### src/rtl/uart_rx_pkg.sv
// Shared types and helpers for the parametrised UART receive path.
package uart_rx_pkg;

    localparam int MAX_DATA_BITS = 9;

    typedef enum logic [1:0] {
        PAR_NONE = 2'd0,
        PAR_EVEN = 2'd1,
        PAR_ODD  = 2'd2
    } parity_mode_t;

    typedef enum logic [2:0] {
        ST_IDLE,
        ST_START,
        ST_DATA,
        ST_PARITY,
        ST_STOP,
        ST_BREAK
    } rx_state_t;

    // Data is stored at the widest supported size; narrower frames zero-fill the top.
    typedef struct packed {
        logic [MAX_DATA_BITS-1:0] data;
        logic                     frame_err;
        logic                     parity_err;
    } rx_entry_t;

    function automatic logic parity_of(input logic [MAX_DATA_BITS-1:0] d);
        return ^d;
    endfunction

endpackage

### src/rtl/uart_rx_sync_fifo.sv
// Single-clock first-word-fall-through FIFO with occupancy count.
module uart_rx_sync_fifo #(
    parameter int DEPTH = 4,
    parameter int WIDTH = 8
) (
    input  logic                     clk,
    input  logic                     rst_n,
    input  logic                     push,
    input  logic [WIDTH-1:0]         wr_data,
    input  logic                     pop,
    output logic [WIDTH-1:0]         rd_data,
    output logic                     empty,
    output logic                     full,
    output logic [$clog2(DEPTH):0]   count
);
    localparam int PTR_W = $clog2(DEPTH);
    localparam int CNT_W = PTR_W + 1;

    logic [WIDTH-1:0] mem [DEPTH];
    logic [PTR_W-1:0] wr_ptr;
    logic [PTR_W-1:0] rd_ptr;
    logic             do_push;
    logic             do_pop;

    assign empty   = (count == '0);
    assign full    = (count == CNT_W'(DEPTH));
    assign do_pop  = pop && !empty;
    // A full FIFO still accepts a write when the head leaves in the same cycle.
    assign do_push = push && (!full || do_pop);
    assign rd_data = mem[rd_ptr];

    always_ff @(posedge clk or negedge rst_n) begin
        if (!rst_n) begin
            for (int i = 0; i < DEPTH; i++) begin
                mem[i] <= '0;
            end
            wr_ptr <= '0;
            rd_ptr <= '0;
            count  <= '0;
        end else begin
            if (do_push) begin
                mem[wr_ptr] <= wr_data;
                wr_ptr      <= wr_ptr + PTR_W'(1);
            end
            if (do_pop) begin
                rd_ptr <= rd_ptr + PTR_W'(1);
            end
            if (do_push && !do_pop) begin
                count <= count + CNT_W'(1);
            end else if (!do_push && do_pop) begin
                count <= count - CNT_W'(1);
            end
        end
    end

endmodule

### src/rtl/uart_rx_param.sv
// Parametrised UART receiver: majority-vote sampling, false-start and break
// detection, receive FIFO with valid/ready read port.
//
//   state     | meaning
//   ST_IDLE   | line idle, waiting for a falling edge
//   ST_START  | qualifying the start bit at its middle
//   ST_DATA   | sampling data bits, LSB first
//   ST_PARITY | sampling the parity bit
//   ST_STOP   | sampling stop bit(s), push or break decision on the last
//   ST_BREAK  | line held low past a full frame, waiting for it to go high
module uart_rx_param
    import uart_rx_pkg::*;
#(
    parameter int           DATA_BITS    = 8,
    parameter parity_mode_t PARITY       = PAR_EVEN,
    parameter int           STOP_BITS    = 1,
    parameter int           OVERSAMPLING = 16,
    parameter int           FIFO_DEPTH   = 4
) (
    input  logic                          baud,
    input  logic                          rst_n,
    input  logic                          enable,
    input  logic                          rx,
    output logic [DATA_BITS-1:0]          rd_data,
    output logic                          rd_frame_err,
    output logic                          rd_parity_err,
    output logic                          rd_valid,
    input  logic                          rd_ready,
    output logic [$clog2(FIFO_DEPTH):0]   fifo_count,
    output logic                          busy,
    output logic                          overrun,
    output logic                          break_det,
    input  logic                          err_clr
);
    localparam int              OS_W      = $clog2(OVERSAMPLING);
    localparam logic [OS_W-1:0] OS_LAST   = OS_W'(OVERSAMPLING - 1);
    localparam logic [OS_W-1:0] OS_HALF   = OS_W'(OVERSAMPLING / 2 - 1);
    localparam logic [3:0]      DATA_LAST = 4'(DATA_BITS - 1);
    localparam logic [3:0]      STOP_LAST = 4'(STOP_BITS - 1);

    logic                 rx_meta;
    logic                 rx_s;
    logic [2:0]           rx_hist;
    logic                 maj;
    logic                 rx_fall;

    rx_state_t            state;
    rx_state_t            state_nxt;

    logic [OS_W-1:0]      os_cnt;
    logic [3:0]           bit_idx;
    logic [DATA_BITS-1:0] shift_reg;
    logic                 par_bit;
    logic                 stop_low;

    logic                 os_tc;
    logic                 os_half;
    logic                 stop_low_now;
    logic                 par_err;
    logic                 is_break;

    logic                 sample_data;
    logic                 sample_par;
    logic                 sample_stop;
    logic                 frame_done;
    logic                 push_req;
    logic                 break_set;

    logic                 push_vld;
    rx_entry_t            push_entry;
    rx_entry_t            head;
    logic                 fifo_empty;
    logic                 fifo_full;
    logic                 pop;
    logic                 head_unused;

    // Synchroniser and vote history idle high so reset never looks like a start bit.
    always_ff @(posedge baud or negedge rst_n) begin
        if (!rst_n) begin
            rx_meta <= 1'b1;
            rx_s    <= 1'b1;
            rx_hist <= 3'b111;
        end else begin
            rx_meta <= rx;
            rx_s    <= rx_meta;
            rx_hist <= {rx_hist[1:0], rx_s};
        end
    end

    assign maj     = (rx_hist[0] & rx_hist[1]) | (rx_hist[0] & rx_hist[2]) |
                     (rx_hist[1] & rx_hist[2]);
    assign rx_fall = rx_hist[0] & ~rx_s;
    assign os_tc   = (os_cnt == OS_LAST);
    assign os_half = (os_cnt == OS_HALF);

    assign stop_low_now = stop_low | ~maj;

    always_comb begin
        par_err = 1'b0;
        if (PARITY == PAR_EVEN) begin
            par_err = parity_of(MAX_DATA_BITS'(shift_reg)) ^ par_bit;
        end else if (PARITY == PAR_ODD) begin
            par_err = ~(parity_of(MAX_DATA_BITS'(shift_reg)) ^ par_bit);
        end
    end

    assign is_break = (shift_reg == '0) && ((PARITY == PAR_NONE) || !par_bit) &&
                      !stop_low && !maj;

    always_ff @(posedge baud or negedge rst_n) begin
        if (!rst_n) begin
            state <= ST_IDLE;
        end else begin
            state <= state_nxt;
        end
    end

    always_comb begin
        state_nxt = state;
        if (!enable) begin
            state_nxt = ST_IDLE;
        end else begin
            case (state)
                ST_IDLE:   if (rx_fall) state_nxt = ST_START;
                ST_START:  if (os_half) state_nxt = maj ? ST_IDLE : ST_DATA;
                ST_DATA:   if (os_tc && bit_idx == DATA_LAST)
                               state_nxt = (PARITY == PAR_NONE) ? ST_STOP : ST_PARITY;
                ST_PARITY: if (os_tc) state_nxt = ST_STOP;
                ST_STOP:   if (os_tc && bit_idx == STOP_LAST)
                               state_nxt = is_break ? ST_BREAK : ST_IDLE;
                ST_BREAK:  if (rx_s) state_nxt = ST_IDLE;
                default:   state_nxt = ST_IDLE;
            endcase
        end
    end

    always_comb begin
        busy        = (state != ST_IDLE);
        sample_data = (state == ST_DATA)   && os_tc;
        sample_par  = (state == ST_PARITY) && os_tc;
        sample_stop = (state == ST_STOP)   && os_tc;
        frame_done  = sample_stop && (bit_idx == STOP_LAST) && enable;
        push_req    = frame_done && !is_break;
        break_set   = frame_done && is_break;
    end

    // The bit clock restarts on entering START and again once the start bit is
    // confirmed, so every later sample lands one full bit after the start midpoint.
    always_ff @(posedge baud or negedge rst_n) begin
        if (!rst_n) begin
            os_cnt    <= '0;
            bit_idx   <= '0;
            shift_reg <= '0;
            par_bit   <= 1'b0;
            stop_low  <= 1'b0;
        end else begin
            if (state == ST_IDLE || state_nxt == ST_IDLE ||
                (state == ST_START && state_nxt == ST_DATA)) begin
                os_cnt <= '0;
            end else begin
                os_cnt <= os_cnt + OS_W'(1);
            end

            if (state_nxt != state) begin
                bit_idx <= '0;
            end else if (sample_data || sample_stop) begin
                bit_idx <= bit_idx + 4'd1;
            end

            if (sample_data) begin
                shift_reg <= {maj, shift_reg[DATA_BITS-1:1]};
            end
            if (sample_par) begin
                par_bit <= maj;
            end

            if (state != ST_STOP) begin
                stop_low <= 1'b0;
            end else if (sample_stop && !maj) begin
                stop_low <= 1'b1;
            end
        end
    end

    always_ff @(posedge baud or negedge rst_n) begin
        if (!rst_n) begin
            push_vld   <= 1'b0;
            push_entry <= '0;
        end else begin
            push_vld <= push_req;
            if (push_req) begin
                push_entry <= '{data:       MAX_DATA_BITS'(shift_reg),
                                frame_err:  stop_low_now,
                                parity_err: par_err};
            end
        end
    end

    uart_rx_sync_fifo #(
        .DEPTH (FIFO_DEPTH),
        .WIDTH ($bits(rx_entry_t))
    ) u_fifo (
        .clk     (baud),
        .rst_n   (rst_n),
        .push    (push_vld),
        .wr_data (push_entry),
        .pop     (pop),
        .rd_data (head),
        .empty   (fifo_empty),
        .full    (fifo_full),
        .count   (fifo_count)
    );

    assign rd_valid      = !fifo_empty;
    assign pop           = rd_valid && rd_ready;
    assign rd_data       = head.data[DATA_BITS-1:0];
    assign rd_frame_err  = head.frame_err;
    assign rd_parity_err = head.parity_err;
    assign head_unused   = ^head.data;

    always_ff @(posedge baud or negedge rst_n) begin
        if (!rst_n) begin
            overrun   <= 1'b0;
            break_det <= 1'b0;
        end else begin
            if (push_vld && fifo_full && !pop) begin
                overrun <= 1'b1;
            end else if (err_clr) begin
                overrun <= 1'b0;
            end
            if (break_set) begin
                break_det <= 1'b1;
            end else if (err_clr) begin
                break_det <= 1'b0;
            end
        end
    end

endmodule

### config.mk
export PLATFORM = sky130hd
export DESIGN_NAME = uart_rx_param
export DESIGN_NICKNAME = d
export VERILOG_FILES = /design/src/rtl/uart_rx_pkg.sv /design/src/rtl/uart_rx_sync_fifo.sv /design/src/rtl/uart_rx_param.sv
export SDC_FILE = /design/constraint.sdc
export NUM_CORES = 1
export LEC_CHECK = 0
export BUFFER_PORTS_ARGS = -buffer_cell sky130_fd_sc_hd__buf_2
export CAP_MARGIN = 20
export CORE_MARGIN = 2
export CORE_UTILIZATION = 60
export DETAILED_ROUTE_END_ITERATION = 12
export GPL_ROUTABILITY_DRIVEN = 1
export GPL_TIMING_DRIVEN = 0
export MAX_ROUTING_LAYER = met4
export PLACE_DENSITY = 0.85
export SETUP_SLACK_MARGIN = 0.5
export SLEW_MARGIN = 10
export SYNTH_ARGS = -nofsm -noshare
export SYNTH_HDL_FRONTEND = slang
export SYNTH_SLANG_ARGS = --single-unit
### constraint.sdc
create_clock -name baud -period 6.05 [get_ports baud]
set_clock_uncertainty 0.05 [all_clocks]
set_input_delay 1.21 -clock baud [delete_from_list [all_inputs] [get_ports baud]]
set_output_delay 1.21 -clock baud [all_outputs]
set_load 0.01 [all_outputs]
==> results of run 1 <==
[per-layer routing]
layer	track usage (%)	vias up	part of all wire (%)
met4	11.8	0	2.2
met1	29.9	1265	44
met3	3.60	19	3.0
met2	35.2	51	51
li1	-	1138	-
met5	-	-	0
[kinds of logic (layout without fill, tap and decap cells)]
family	after synthesis	count (layout)	share of synthesized area (%)
compound gates	32	32	5.78
xor+xnor	16	16	3.54
fa+ha+maj	14	14	4.58
buf+inv	31	70	3.19
flops	86	86	54.5
mux	62	62	20.4
simple gates	61	61	7.96
[worst register-to-register path, cell delays in order, from the launching register on]
cell and delay [ns]:
dfrtp_1 0.40, ha_1 0.29, and3_1 0.28, and4_1 0.25, a2111oi_1 0.59, a311o_1 0.37, nor2_1 0.07
[where the power goes]
group | total (mW) | leakage [nW] | internal (mW) | switching [mW]
logic | 0.158 | 0.869 | 0.0716 | 0.0868
registers | 0.620 | 1.16 | 0.596 | 0.0237
clock network | 0.441 | 0.114 | 0.235 | 0.206
[cell type report]
type,instances,area (µm²)
repair buffers,23,140
multi-input cells,185,1680
plain buffers,10,47.5
flip-flops and latches,86,2160
well taps,77,96.3
clock buffers,9,124
inverters,21,78.8
clock inverters,7,96.3
fillers,454,1930
[stage by stage]
stage / total power, mW / utilization [%] / cell area (µm²) / hold slack [ns]
finish: 1.22 / 69.6 / 4420 / 0.309
floorplan: 0.732 / - / 3960 / 0.295
detailed placement: 0.792 / 66.1 / 4200 / 0.298
global route: 1.28 / 69.6 / 4420 / 0.322
global placement: 0.780 / 65.6 / 4170 / 0.296
CTS: 1.23 / 69.6 / 4420 / 0.310
[layout by cell type, fill, tap and decap left out, drive strengths merged, types with 2 or more instances in the layout]
master and n:
clkinv 3, nand3 7, buf 29, nor2 14
dfstp 5, a211oi 4, xnor2 12, inv 23
nor2b 2, o21ai 13, mux2 51, dfrtp 81
and3 2, bufinv 2, o31a 3, nor3b 2
nand2 19, clkbuf 13, xor2 4, ha 12
mux4 10, nor3 4
[worst min-delay path by stage]
stage / endpoint / depth (start not counted)
6_report: rx_s / 0
5_1_grt: rx_s / 0
4_1_cts: rx_s / 0
3_5_place_dp: rx_s / 0
3_3_place_gp: rx_s / 0
2_1_floorplan: rx_s / 0
==> flow_summary.yaml, run 1 <==
run_status:
  status: "complete, no violations"
floorplan:
  io_pins: 23
  rows: 29
  fp.dieW_um: 85.2
  die_y_um: 85.2
  start_util_pct: 62.4
  core_area_um2: 6350
  die_area_um2: 7270
setup_path:
  regToRegStartpoint: "os_cnt[0]"
  worstPathMaxFanout: 10
  r2r-end: "os_cnt[3]"
  cp.required_ns: 4.79
  critPathLaunch: "u_fifo.rd_ptr[0]"
  r2r_cells: 6
  crit_cells: 3
  crit_family: "multiplexers"
  cpMaxStageDelayCell: "mux4_2"
  start_kind: "flip-flop"
  critical_path_arrival_ns: 1.88
  setup.worst_path.end: "rd_data[7]"
  crit_buf_inv: 2
  r2r_setup_slack_ns: 3.64
  cp-end-kind: "primary output"
  slowest_delay_ns: 0.58
  path_common_cell: "buf_2"
  cp_cell_sequence: "buf_2, mux4_2, buf_2"
  path_class: "flip-flop to primary output"
synthesis:
  ys_ff_latch: 86
  syn_avg_cell_area_um2: 13.1
  yosysUniqueCellTypes: 48
  synthArstFlopShare_pct: 100
  yosys_warnings: 0
  ys_top_cells_by_count: "81 x dfrtp_1, 51 x mux2_2, 21 x inv_1, 19 x nand2_1, 14 x nor2_1"
  ys_seq_area_share_pct: 54.5
  yosysMostFrequentCell: "dfrtp_1"
  synth_edf_count: 0
  synth_area_leader_cell: "dfrtp_1"
  synth_ff_type: "dfrtp_1"
  synth_top_cell_area_share_pct: 51.2
  synth.cell_area_um2: 3960
  synthTopCellsByArea: "dfrtp_1 51%, mux2_2 15%, mux4_2 5.7%"
  syn_inst: 302
  syn_nets: 321
clock_tree:
  clkLatencyLatePin_ns: 0.35
  cts_tree: "done"
  cts_max_level: 3
  clkSinkCount: 86
  ctsHoldBuffers: 0
  cts_setup_buffers: 0
  postCtsResizedCells: 0
  cts_buffers: 9
  root_buffer: "clkbuf_8"
  cts_buffer_depth: 2
  clk_pin_slew_worst_paths_ns: 0.08
route:
  drt_pass1_iterations: 5
  postRouteAntennaNets: 0
  vias: 2473
  drc_errors: 0
  drt-initial-drc-count: 111
  routed_via_density: 5.92
  wire_per_inst_um: 17.4
  wl_um: 7270
global_route:
  grt_first_pass_wirelength_um: 12400
  antenna_found_initial: 0
  grt.total_usage_pct: 22.9
  grt_pass1_vias: 2569
  grt_max_degree: 67
  grt_overflow: 0
power_and_ir_drop:
  cellPowerDensity_nw_per_um2: 276
  ir_drop_uv: 246
  power.leakage_nw: 2.15
placement:
  placed_cells: 402
  hpwl_um: 5140
  place_congestion: 0.938
  io_buffers: 22
  dpl_worst_slack_ns: 2.87
min_path:
  hold_start: "rx_meta"
  hold_path.class: "flip-flop to flip-flop"
timing:
  drv_slew: 0
  worst_pin_slew_ns: 0.707
  max_slew_margin_pct: 52.8
  finalWorstSetupSlack_ns: 2.91
  fmax_mhz: 319
  fin_setup_tns_ns: 0
  hold_violations: 0
  min_period_over_period_pct: 51.9
  setup_viol: 0
  rsz0062_at_grt: "no"
  final.min_clock_period_ns: 3.14
finish:
  largest_reg_flops: 40
  num_antenna_cells: 0
  area_growth_pct: 11.5
  nets: 355
  fin_cells: 418
  drive_gt1_share_pct: 34.0
flow_run:
  cap_violations: 0
(Power assumes the default switching activity.)
==> run 2, diff against run 1 <==
Settings changed: CORE_UTILIZATION 60 to 54, PLACE_DENSITY 0.85 to 0.81.
Clock period 6.05 ns to 2.5 ns, I/O delays scaled along.
==> run 2 against run 1 <==
  * First-iteration DRC count is 47% higher
  * Utilization is 0.86 points lower
  * Total power increased to 2.6 times the previous value
  * Final area rose by 12%
  * Setup slack worse by 2.6 ns
  * Sequential cell count unchanged
  * Sequential share of layout area decreased by 5.0 points
  * Sequential power grew 140%
  * Hold slack got worse by 0.24 ns
  * Critical path depth did not move
  * Critical path type unchanged
  * Largest cell class unchanged
==> flow_summary.yaml, run 2 (synthesis gave the netlist of run 1 again) <==
finish:
  fillCellCount: 490
  largest_reg_flops: 40
  num_antenna_cells: 0
  nets: 384
  design_area_um2: 4930
  drive_gt1_share_pct: 47.3
  mostFrequentLayoutCell: "dfrtp_1"
  final_cell_mix: "78 x dfrtp_1, 51 x mux2_2, 30 x buf_4"
  area_growth_pct: 24.5
flow_run:
  cap_violations: 0
timing:
  min_period_over_period_pct: 86.5
  finalWorstSetupSlack_ns: 0.337
  worst_pin_slew_ns: 0.628
  fmax_mhz: 462
  holdWs_ns: 0.0710
  drv_slew: 0
  max_slew_margin_pct: 57.7
  hold_violations: 0
  fin_setup_tns_ns: 0
  final.min_clock_period_ns: 2.16
  setup_viol: 0
  rsz0062_at_grt: "yes"
route:
  drc_errors: 0
  postRouteAntennaNets: 0
  vias: 2640
  wire_per_inst_um: 17.6
  wl_um: 8260
  drt_pass1_iterations: 5
  routed_via_density: 5.63
  drt-initial-drc-count: 163
setup_path:
  worstPathMaxFanout: 5
  start_kind: "flip-flop"
  cp.required_ns: 1.95
  regToRegStartpoint: "state[0]"
  r2r-end: "bit_idx[3]"
  r2r_setup_slack_ns: 0.36
  cp-end-kind: "primary output"
  critical_path_arrival_ns: 1.61
  path_class: "flip-flop to primary output"
  r2r_cells: 8
global_route:
  grt_first_pass_wirelength_um: 12100
  grt_pass1_vias: 2480
  grt_max_degree: 46
  antenna_found_initial: 0
  grt_overflow: 0
  grt.total_usage_pct: 21.0
power_and_ir_drop:
  power.total_mw: 3.18
  power.leakage_nw: 2.34
  ir_drop_uv: 292
  cellPowerDensity_nw_per_um2: 645
floorplan:
  io_pins: 23
  die_y_um: 89.6
  die_area_um2: 8030
  rows: 31
  start_util_pct: 55.2
  core_area_um2: 7180
  fp.dieW_um: 89.6
placement:
  place_congestion: 0.893
  dpl_worst_slack_ns: 0.222
  placed_area_um2: 4260
  io_buffers: 22
  hpwl_um: 4790
clock_tree:
  cts_buffers: 9
  cts_tree: "done"
  cts_buffer_depth: 2
  cts_max_level: 3
  clkSinkCount: 86
  root_buffer: "clkbuf_8"
  clkLatencyLatePin_ns: 0.36
  clk_pin_slew_worst_paths_ns: 0.09
  ctsHoldBuffers: 0
min_path:
  hold_path.class: "input port to asynchronous set/reset pin"
run_status:
  status: "complete, no violations"
## run 2: changes by cell type in the layout (fill, tap and decap cells not counted), moves of 3 or more
cell	delta
buf_6	+12
dfrtp_2	+3
nand2_2	+5
buf_4	+28
dfrtp_1	-3
buf_2	-12
nand2_1	-6
## run 2: worst max-delay path by stage
stage	start	end	slack, ns	depth (start not counted)
2_1_floorplan	u_fifo.count[0]	u_fifo.count[2]	0.46	8
3_3_place_gp	rst_n	u_fifo.count[0]	0.08	1
3_5_place_dp	rd_ready	u_fifo.count[1]	0.22	8
4_1_cts	u_fifo.rd_ptr[0]	rd_frame_err	0.30	3
5_1_grt	u_fifo.rd_ptr[0]	rd_frame_err	0.29	3
6_report	u_fifo.rd_ptr[0]	rd_frame_err	0.34	3
## run 2: critical path, stage by stage (launching register included)
cell     delay, ns
dfrtp_2       0.44
buf_12        0.14
mux4_2        0.53
buf_6         0.14
## run 2: timing repair
action,CTS,global route
gates resized for setup,24,32
cloned,0,2
setup endpoints to repair,68,53
pin swaps,9,16
endpoints found under the hold margin,0,0
setup buffers,10,17
## run 2: area by class of cell
cell class | count | area (µm²) | area share (%)
Sequential cell | 86 | 2160 | 43.9
Multi-Input combinational cell | 185 | 1830 | 37.2
Timing Repair Buffer | 52 | 418 | 8.48
Clock buffer | 11 | 141 | 2.87
Tap cell | 99 | 124 | 2.51
Buffer | 10 | 91.3 | 1.85
Clock inverter | 5 | 82.6 | 1.68
Inverter | 21 | 78.8 | 1.60
## run 2: where the power goes
| part | total, mW | switching [mW] | internal, mW | leakage (nW) |
|---|---|---|---|---|
| logic | 0.587 | 0.264 | 0.323 | 1.06 |
| registers | 1.51 | 0.0586 | 1.45 | 1.16 |
| clock network | 1.09 | 0.495 | 0.592 | 0.113 |
| total | 3.18 | 0.818 | 2.36 | 2.34 |
## run 2: routing by layer
layer  part of all wire [%]  GRT usage [%]  up-vias
li1                       -              -     1190
met1                     41           26.5     1331
met2                     52           33.2       94
met3                    4.4           4.75       25
met4                    2.5           8.28        0
met5                      0              -        -
## run 2: metrics by stage
step	instances	utilization, %
after detailed placement	424	59.4
after CTS	450	64.6
after global routing	469	68.7
after global placement	423	59.1
final	469	68.7
after floorplan	302	-
==> run 3, diff against run 2 <==
Settings changed: CORE_MARGIN 2 to 1.5.
==> run 3 against run 2 <==
  * Setup slack worse by 0.017 ns
  * Wire length fell by 1.9%
  * Critical path depth did not move
  * Final area unchanged
  * Sequential power barely moved
  * Utilization is the same
  * Highest routed layer unchanged
  * Largest power group unchanged
  * Total power fell by 4.7%
  * Clock-buffer cell count fell by 1
  * Die area fell by 2.2%
  * Global-route usage shrank 0.89 points
  * Hold slack lost 0.071 ns
==> flow_summary.yaml, run 3 (synthesis gave the netlist of run 1 again) <==
flow_run:
  cap_violations: 0
global_route:
  grt_max_degree: 59
  grt_overflow: 0
  grt.total_usage_pct: 20.2
  grt_first_pass_wirelength_um: 11400
  antenna_found_initial: 0
  grt_pass1_vias: 2405
floorplan:
  die_area_um2: 7860
  rows: 31
  core_area_um2: 7180
  start_util_pct: 55.2
  io_pins: 23
  fp.dieW_um: 88.6
  die_y_um: 88.6
finish:
  area_growth_pct: 24.5
  num_antenna_cells: 0
  mostFrequentLayoutCell: "dfrtp_1"
  largest_reg_flops: 40
  final_cell_mix: "78 x dfrtp_1, 51 x mux2_2, 29 x buf_4"
  nets: 386
  drive_gt1_share_pct: 49.7
setup_path:
  cp-end-kind: "primary output"
  start_kind: "flip-flop"
  slowest_delay_ns: 0.54
  path_class: "flip-flop to primary output"
  r2r_setup_slack_ns: 0.45
  cpMaxStageDelayCell: "mux4_2"
  worstPathMaxFanout: 5
  critical_path_arrival_ns: 1.63
  cp_cell_sequence: "buf_12, mux4_2, buf_6"
  cp.required_ns: 1.95
route:
  postRouteAntennaNets: 0
  drt-initial-drc-count: 142
  drt_pass1_iterations: 4
  vias: 2647
  wire_per_inst_um: 17.2
  wl_um: 8100
  drc_errors: 0
  routed_via_density: 5.62
clock_tree:
  ctsHoldBuffers: 0
  clkSinkCount: 86
  cts_max_level: 3
  clkLatencyLatePin_ns: 0.36
  cts_buffers: 9
  cts_tree: "done"
  root_buffer: "clkbuf_8"
  clk_pin_slew_worst_paths_ns: 0.09
  cts_buffer_depth: 2
timing:
  holdWs_ns: 0.000309
  final.min_clock_period_ns: 2.18
  fin_setup_tns_ns: 0
  fmax_mhz: 459
  setup_viol: 0
  hold_violations: 0
  drv_slew: 0
  finalWorstSetupSlack_ns: 0.320
  max_slew_margin_pct: 64.2
  min_period_over_period_pct: 87.2
  rsz0062_at_grt: "yes"
  worst_pin_slew_ns: 0.532
placement:
  hpwl_um: 4750
  io_buffers: 22
  dpl_worst_slack_ns: 0.215
  place_congestion: 0.879
run_status:
  status: "complete, no violations"
power_and_ir_drop:
  power.leakage_nw: 2.34
  ir_drop_uv: 268
  cellPowerDensity_nw_per_um2: 615
  power.total_mw: 3.03
min_path:
  hold_path.class: "input port to asynchronous set/reset pin"
run 3: cell types whose count changed in the layout (fill, tap and decap cells not counted), moves of 2 or more:
| cell | delta |
|---|---|
| ha_1 | -2 |
| inv_2 | +4 |
| bufinv_16 | -2 |
| buf_2 | +3 |
| inv_1 | -4 |
| ha_4 | +2 |
run 3: power breakdown:
group | switching [mW] | internal, mW
Sequential | 0.0628 | 1.45
Clock | 0.518 | 0.395
Combinational | 0.270 | 0.338
run 3: area by class of cell:
type / instances / area (µm²)
fillers: 485 / 2250
flip-flops and latches: 86 / 2160
multi-input cells: 185 / 1850
repair buffers: 54 / 429
clock buffers: 10 / 138
well taps: 99 / 124
plain buffers: 10 / 100
inverters: 21 / 78.8
clock inverters: 6 / 46.3
run 3: layer usage:
layer  vias to the layer above  global-route usage, %  wire (µm)
li1                       1202                      -          -
met1                      1364                   24.8       3400
met2                        68                   31.7       4290
met3                        13                   6.53        275
met4                         0                   6.39        133
met5                         -                      -          0
run 3: path summary, 6_finish.rpt:
| path | startpoint | end | depth (start not counted) |
|---|---|---|---|
| max | u_fifo.rd_ptr[0] | rd_frame_err | 3 |
| min | rst_n | u_fifo.mem[36] | 1 |
| max reg2reg | u_fifo.count[1] | u_fifo.count[1] | 7 |
| min reg2reg | rx_meta | rx_s | 0 |
| max in group asynchronous | rst_n | rx_s | 2 |
| min in group baud | rx | rx_meta | 1 |
run 3: stage by stage:
step                      cells  area (µm²)  utilization [%]
after global placement      423        4240             59.1
after detailed placement    424        4270             59.5
after floorplan             302        4010                -
final                       471        4930             68.7
after global routing        471        4930             68.7
after CTS                   449        4610             64.2
run 3: worst max-delay path, delay by kind of cell (launching register included):
family | cells | cell delay (ns)
buffers and inverters | 2 | 0.30
DFF | 1 | 0.44
muxes | 1 | 0.54
run 3: timing repair:
item,4_1_cts,5_1_grt
pin swaps,7,22
setup endpoints to repair,49,67
setup buffers,9,20
gates cloned,0,2
gates resized for setup,28,37
